## src/rtl/deser_stream_if.sv

```systemverilog
// Parallel-word output stream of the deserializer: word, valid-bit count, valid/ready.
// A word moves only on a cycle where deser_data_val_o and deser_data_ready_i are both 1.
interface deser_stream_if #(
    parameter int DATA_W = 16
);
    localparam int CNT_W = $clog2(DATA_W + 1);

    logic [DATA_W-1:0] deser_data_o;
    logic [CNT_W-1:0]  deser_data_mod_o;
    logic              deser_data_val_o;
    logic              deser_data_ready_i;

    modport master (
        output deser_data_o,
        output deser_data_mod_o,
        output deser_data_val_o,
        input  deser_data_ready_i
    );

    modport slave (
        input  deser_data_o,
        input  deser_data_mod_o,
        input  deser_data_val_o,
        output deser_data_ready_i
    );
endinterface

```

## src/rtl/deser_stream.sv

```systemverilog
// Serial-to-parallel converter: one accumulator plus one output register, with flush of
// partial words and a single pending slot when the output register is stalled.
module deser_stream #(
    parameter int DATA_W    = 16,
    parameter bit MSB_FIRST = 1'b1
) (
    input  logic           clk_i,
    input  logic           srst_i,
    input  logic           data_i,
    input  logic           data_val_i,
    input  logic           flush_i,
    output logic           busy_o,
    output logic           ovf_o,
    deser_stream_if.master deser
);
    localparam int CNT_W = $clog2(DATA_W + 1);
    localparam logic [CNT_W-1:0] FULL_CNT = CNT_W'(DATA_W);
    localparam logic [CNT_W-1:0] TOP_POS  = CNT_W'(DATA_W - 1);

    logic [DATA_W-1:0] acc_q;
    logic [DATA_W-1:0] acc_d;
    logic [DATA_W-1:0] out_data_q;
    logic [CNT_W-1:0]  cnt_q;
    logic [CNT_W-1:0]  cnt_d;
    logic [CNT_W-1:0]  out_mod_q;
    logic [CNT_W-1:0]  wr_pos;
    logic              pend_q;
    logic              out_val_q;
    logic              accept;
    logic              complete;
    logic              out_xfer;
    logic              out_free;

    always_comb begin
        accept   = data_val_i && !pend_q;
        out_xfer = out_val_q && deser.deser_data_ready_i;
        out_free = !out_val_q || out_xfer;
        wr_pos   = MSB_FIRST ? (TOP_POS - cnt_q) : cnt_q;

        acc_d = acc_q;
        for (int i = 0; i < DATA_W; i++) begin
            if (accept && (CNT_W'(i) == wr_pos)) begin
                acc_d[i] = data_i;
            end
        end
        cnt_d = cnt_q + {{(CNT_W-1){1'b0}}, accept};

        // A flush only closes a word that holds at least one bit, counting this cycle's bit.
        complete = !pend_q && ((cnt_d == FULL_CNT) || (flush_i && (cnt_d != '0)));

        busy_o = pend_q || (cnt_q != '0);
        ovf_o  = data_val_i && pend_q && !srst_i;
    end

    assign deser.deser_data_o     = out_data_q;
    assign deser.deser_data_mod_o = out_mod_q;
    assign deser.deser_data_val_o = out_val_q;

    always_ff @(posedge clk_i) begin
        if (srst_i) begin
            acc_q      <= '0;
            cnt_q      <= '0;
            pend_q     <= 1'b0;
            out_data_q <= '0;
            out_mod_q  <= '0;
            out_val_q  <= 1'b0;
        end else begin
            if (out_xfer) begin
                out_val_q <= 1'b0;
            end

            if (pend_q) begin
                // Pending word drains into the output register once it frees up.
                if (out_free) begin
                    out_data_q <= acc_q;
                    out_mod_q  <= cnt_q;
                    out_val_q  <= 1'b1;
                    acc_q      <= '0;
                    cnt_q      <= '0;
                    pend_q     <= 1'b0;
                end
            end else if (complete) begin
                if (out_free) begin
                    out_data_q <= acc_d;
                    out_mod_q  <= cnt_d;
                    out_val_q  <= 1'b1;
                    acc_q      <= '0;
                    cnt_q      <= '0;
                end else begin
                    acc_q  <= acc_d;
                    cnt_q  <= cnt_d;
                    pend_q <= 1'b1;
                end
            end else begin
                acc_q <= acc_d;
                cnt_q <= cnt_d;
            end
        end
    end
endmodule
```

## src/flat_wrapper.sv

```systemverilog
// flat-port wrapper written by rule: the top's interface ports become plain ports
module deser_stream_flat 
#(
    parameter int DATA_W    = 16,
    parameter bit MSB_FIRST = 1'b1
)
  (clk_i, srst_i, data_i, data_val_i, flush_i, busy_o, ovf_o, deser_deser_data_o, deser_deser_data_mod_o, deser_deser_data_val_o, deser_deser_data_ready_i);
  deser_stream_if #(.DATA_W(DATA_W)) deser_i ();
  input  logic clk_i;
  input  logic srst_i;
  input  logic data_i;
  input  logic data_val_i;
  input  logic flush_i;
  output logic busy_o;
  output logic ovf_o;
  output wire logic [$bits(deser_i.deser_data_o)-1:0] deser_deser_data_o;
  output wire logic [$bits(deser_i.deser_data_mod_o)-1:0] deser_deser_data_mod_o;
  output wire logic [$bits(deser_i.deser_data_val_o)-1:0] deser_deser_data_val_o;
  input wire logic [$bits(deser_i.deser_data_ready_i)-1:0] deser_deser_data_ready_i;
  assign deser_deser_data_o = deser_i.deser_data_o;
  assign deser_deser_data_mod_o = deser_i.deser_data_mod_o;
  assign deser_deser_data_val_o = deser_i.deser_data_val_o;
  assign deser_i.deser_data_ready_i = deser_deser_data_ready_i;
  deser_stream #(.DATA_W(DATA_W), .MSB_FIRST(MSB_FIRST)) u_core (.clk_i(clk_i), .srst_i(srst_i), .data_i(data_i), .data_val_i(data_val_i), .flush_i(flush_i), .busy_o(busy_o), .ovf_o(ovf_o), .deser(deser_i));
endmodule
```

## config.mk

```make
export PLATFORM = sky130hd
export DESIGN_NAME = deser_stream_flat
export DESIGN_NICKNAME = d
export VERILOG_FILES = /design/src/rtl/deser_stream_if.sv /design/src/rtl/deser_stream.sv /design/src/flat_wrapper.sv
export SDC_FILE = /design/constraint.sdc
export NUM_CORES = 1
export LEC_CHECK = 0
export CAP_MARGIN = 5
export CORE_ASPECT_RATIO = 1.5
export CORE_MARGIN = 5
export CORE_UTILIZATION = 50
export DETAILED_ROUTE_END_ITERATION = 10
export GPL_TIMING_DRIVEN = 1
export PLACE_DENSITY = 0.85
export RECOVER_POWER = 100
export SYNTH_ARGS = -nofsm -noshare
export SYNTH_HDL_FRONTEND = slang
export SYNTH_SLANG_ARGS = --single-unit
export TNS_END_PERCENT = 5
```

## constraint.sdc

```tcl
create_clock -name clk_i -period 3.5 [get_ports clk_i]
set_input_delay 0.7 -clock clk_i [delete_from_list [all_inputs] [get_ports clk_i]]
set_output_delay 0.7 -clock clk_i [all_outputs]
set_load 0.02 [all_outputs]
```

==> impl_metrics.ini <==
[cts]
cts_sinks = 44
cts_hold_buf = 0
cts_resized = 0
cts_tree = built
post-cts-setup-buffers = 0
clockRootBuffer = clkbuf_8
cts_max_level = 2
worstSkewPairLatency_ns = 0.30
clk_pin_slew_ns = 0.09
cts.path.max_buffers = 2
numCtsBuffers = 5

[final_layout]
layout-drive-gt1-share_pct = 9.459
final-seq-area_um2 = 880.8
syn_to_final_growth_pct = 15.04
multi_input_area_um2 = 1270
final_cell_mix = dfxtp_1, a21oi_1, nand2_1, dlygate4sd3_1, a31oi_1
finalNetCount = 303
final_common_cell = dfxtp_1
fill_cells = 406
antennaDiodeCount = 0

[floorplanning]
core_region_area_um2 = 4504
initial_core_util_pct = 51.17
ios = 30
die_h_um = 93.15
dieArea_um2 = 6095
die_x_um = 65.44
rows = 30

[sta]
finalSetupViolCount = 0
skew_ns = 0.008631
period_share_pct = 90.66
hold_violations = 0
fmax_mhz = 315.2
max_slew_margin_pct = 50.27
fin_crit_ns = 3.173
drv_slew = 0
whs_ns = 0.4791
fin_tns_setup_ns = 0
grt_setup_unrepaired = no
worst_slew_pin_slew_ns = 0.7444

[critical_path]
r2r_end = u_core.deser.deser_data_mod_o[1]
path_max_fanout = 23
reg2reg_slack_ns = 0.90
worst_path_largest_cell_delay_ns = 0.58
cp_slowest_cell = dlygate4sd3_1
crit_required_ns = 3.71
cpMostUsedCell = ha_1
crit_type = in2reg
cp_cell_sequence = dlygate4sd3_1 > nor2b_1 > ha_1 > ha_1 > xnor2_1 > nand4_1 > o21ai_0 > clkbuf_2 > a31oi_1 > a311oi_2
ff2ff_path_depth = 9
cp-end-kind = flop
start_kind = input pin
timing.rr.start = u_core.pend_q
cp.arrival_ns = 3.38

[power]
vdd_drop_max_mv = 0.2093
power_density_nw_per_um2 = 525.3
power_leakage_nw = 0.9605

[hold_path]
min_path_type = reg2reg
hold_end = u_core.acc_q[6]
hp-start = u_core.acc_q[6]
whs_path_depth = 2

[flow_run]
drv_cap = 0

[placed_design]
io_buffers = 29
dpl.hpwl_um = 3959
gp_congestion = 0.9405

[yosys]
ys.flop_type = dfxtp_1
yosysUniqueCellTypes = 46
synth_fp_nets = 286
seq_area_frac_synth_pct = 38.22
synth-seq-cells = 44
syn_area_um2 = 2305
synth_edf_count = 0
synth_area_leaders = dfxtp_1, a21oi_1, a211oi_1
synthCells = 278
ys_warn_count = 0
synth_top_area_share_pct = 38.22
yosys.area.top_type = dfxtp_1
syn_avg_cell_area_um2 = 8.290
synthArstFlopShare_pct = 0

[outcome]
status = finished, final reports clean

[global_routing]
first_global_vias = 1953
grt_usage_pct = 18.98
overflow = 0
grt_max_degree = 27
antenna_found_initial = 0
grt_pass1_wl_um = 9197

[routing]
wire_per_inst_um = 16.13
ant_nets = 0
vias = 2145
routed_wl_um = 5548
first_pass_iters = 4
viasPerCell = 6.235
first_iter_violations = 122
drc = 0
==> area by class of cell <==
class	instances	share of cell area (%)
multi-input combinational	205	47.90
timing repair buffer	38	13.17
clock buffer	5	2.596
clock inverter	3	0.7079
tap	48	2.265
inverter	1	0.1416
sequential	44	33.22
==> registers in the layout, summed over array words and instances (netlist names) <==
name	flops
u_core.deser.deser_data_val_o	1
u_core.pend_q	1
u_core.deser.deser_data_mod_o	5
u_core.acc_q	16
u_core.deser.deser_data_o	16
u_core.cnt_q	5
==> per-layer routing <==
| layer | global-route usage [%] | up-vias | share of wire, % | wire length, um |
|---|---|---|---|---|
| met1 | 23.09 | 1017 | 43 | 2409 |
| met3 | 2.885 | 9 | 3.8 | 209 |
| met4 | 7.093 | 0 | 1.9 | 104 |
| li1 | - | 1060 | - | - |
| met5 | 0 | - | 0 | 0 |
| met2 | 33.14 | 59 | 51 | 2824 |
==> where the power goes <==
group / switching, mW / internal [mW] / total (mW)
clock network: 0.178 / 0.139 / 0.318
registers: 0.0354 / 0.564 / 0.600
logic: 0.281 / 0.194 / 0.476
==> cells in the mapped netlist, types with 2 or more instances <==
cell type  number
mux2i_1        10
a31oi_1        22
a21oi_1        29
nand2_1        28
nor4_1          2
and2_1          2
a311oi_2        2
buf_6           3
buf_1           2
a211oi_1       19
nor2_2          2
dfxtp_1        44
xor2_1          2
o21ai_0        15
nor2b_1         4
nand2b_1        3
nand3_1        17
buf_2          11
or2_2           2
o31ai_2         2
nor3_1          5
nor2_1         11
clkbuf_1       12
a21boi_0        5
ha_1            2
xnor2_1         2
==> cell families (layout without fill, tap and decap cells) <==
group | Yosys count | in the layout | share of synthesized area (%)
simple gates | 86 | 86 | 19.60
fa+ha+maj | 2 | 2 | 1.086
xor+xnor | 4 | 4 | 1.520
flops | 44 | 44 | 38.22
compound gates | 103 | 103 | 28.94
mux | 10 | 10 | 4.343
buf+inv | 29 | 47 | 6.297
==> critical path: cells and delay by family <==
family | cells | cell delay, ns
buf+inv | 2 | 1.02
compound gates | 3 | 0.68
fa+ha+maj | 2 | 0.52
simple gates | 2 | 0.28
xor+xnor | 1 | 0.18
==> stage by stage <==
stage	instance area [um^2]	worst slack, ns	cells	util, %	total power, mW
2_1_floorplan	2305	0.7681	278	-	0.9420
3_3_place_gp	2581	0.4222	336	57.31	1.106
3_5_place_dp	2581	0.2949	336	57.31	1.116
4_1_cts	2669	0.6028	344	59.25	1.428
5_1_grt	2651	0.1844	344	58.86	1.469
6_report	2651	0.3270	344	58.86	1.393
==> worst max path at each step <==
stage	from	to	slack, ns	depth (start not counted)
floorplan	u_core.pend_q	u_core.acc_q[9]	0.77	11
CTS	data_val_i	u_core.acc_q[1]	0.60	10
detailed placement	data_val_i	u_core.acc_q[1]	0.29	10
global route	data_val_i	u_core.deser.deser_data_mod_o[1]	0.18	10
global placement	data_val_i	u_core.acc_q[1]	0.42	10
finish	data_val_i	u_core.deser.deser_data_mod_o[1]	0.33	10
Power figures use the tool's default switching activity.
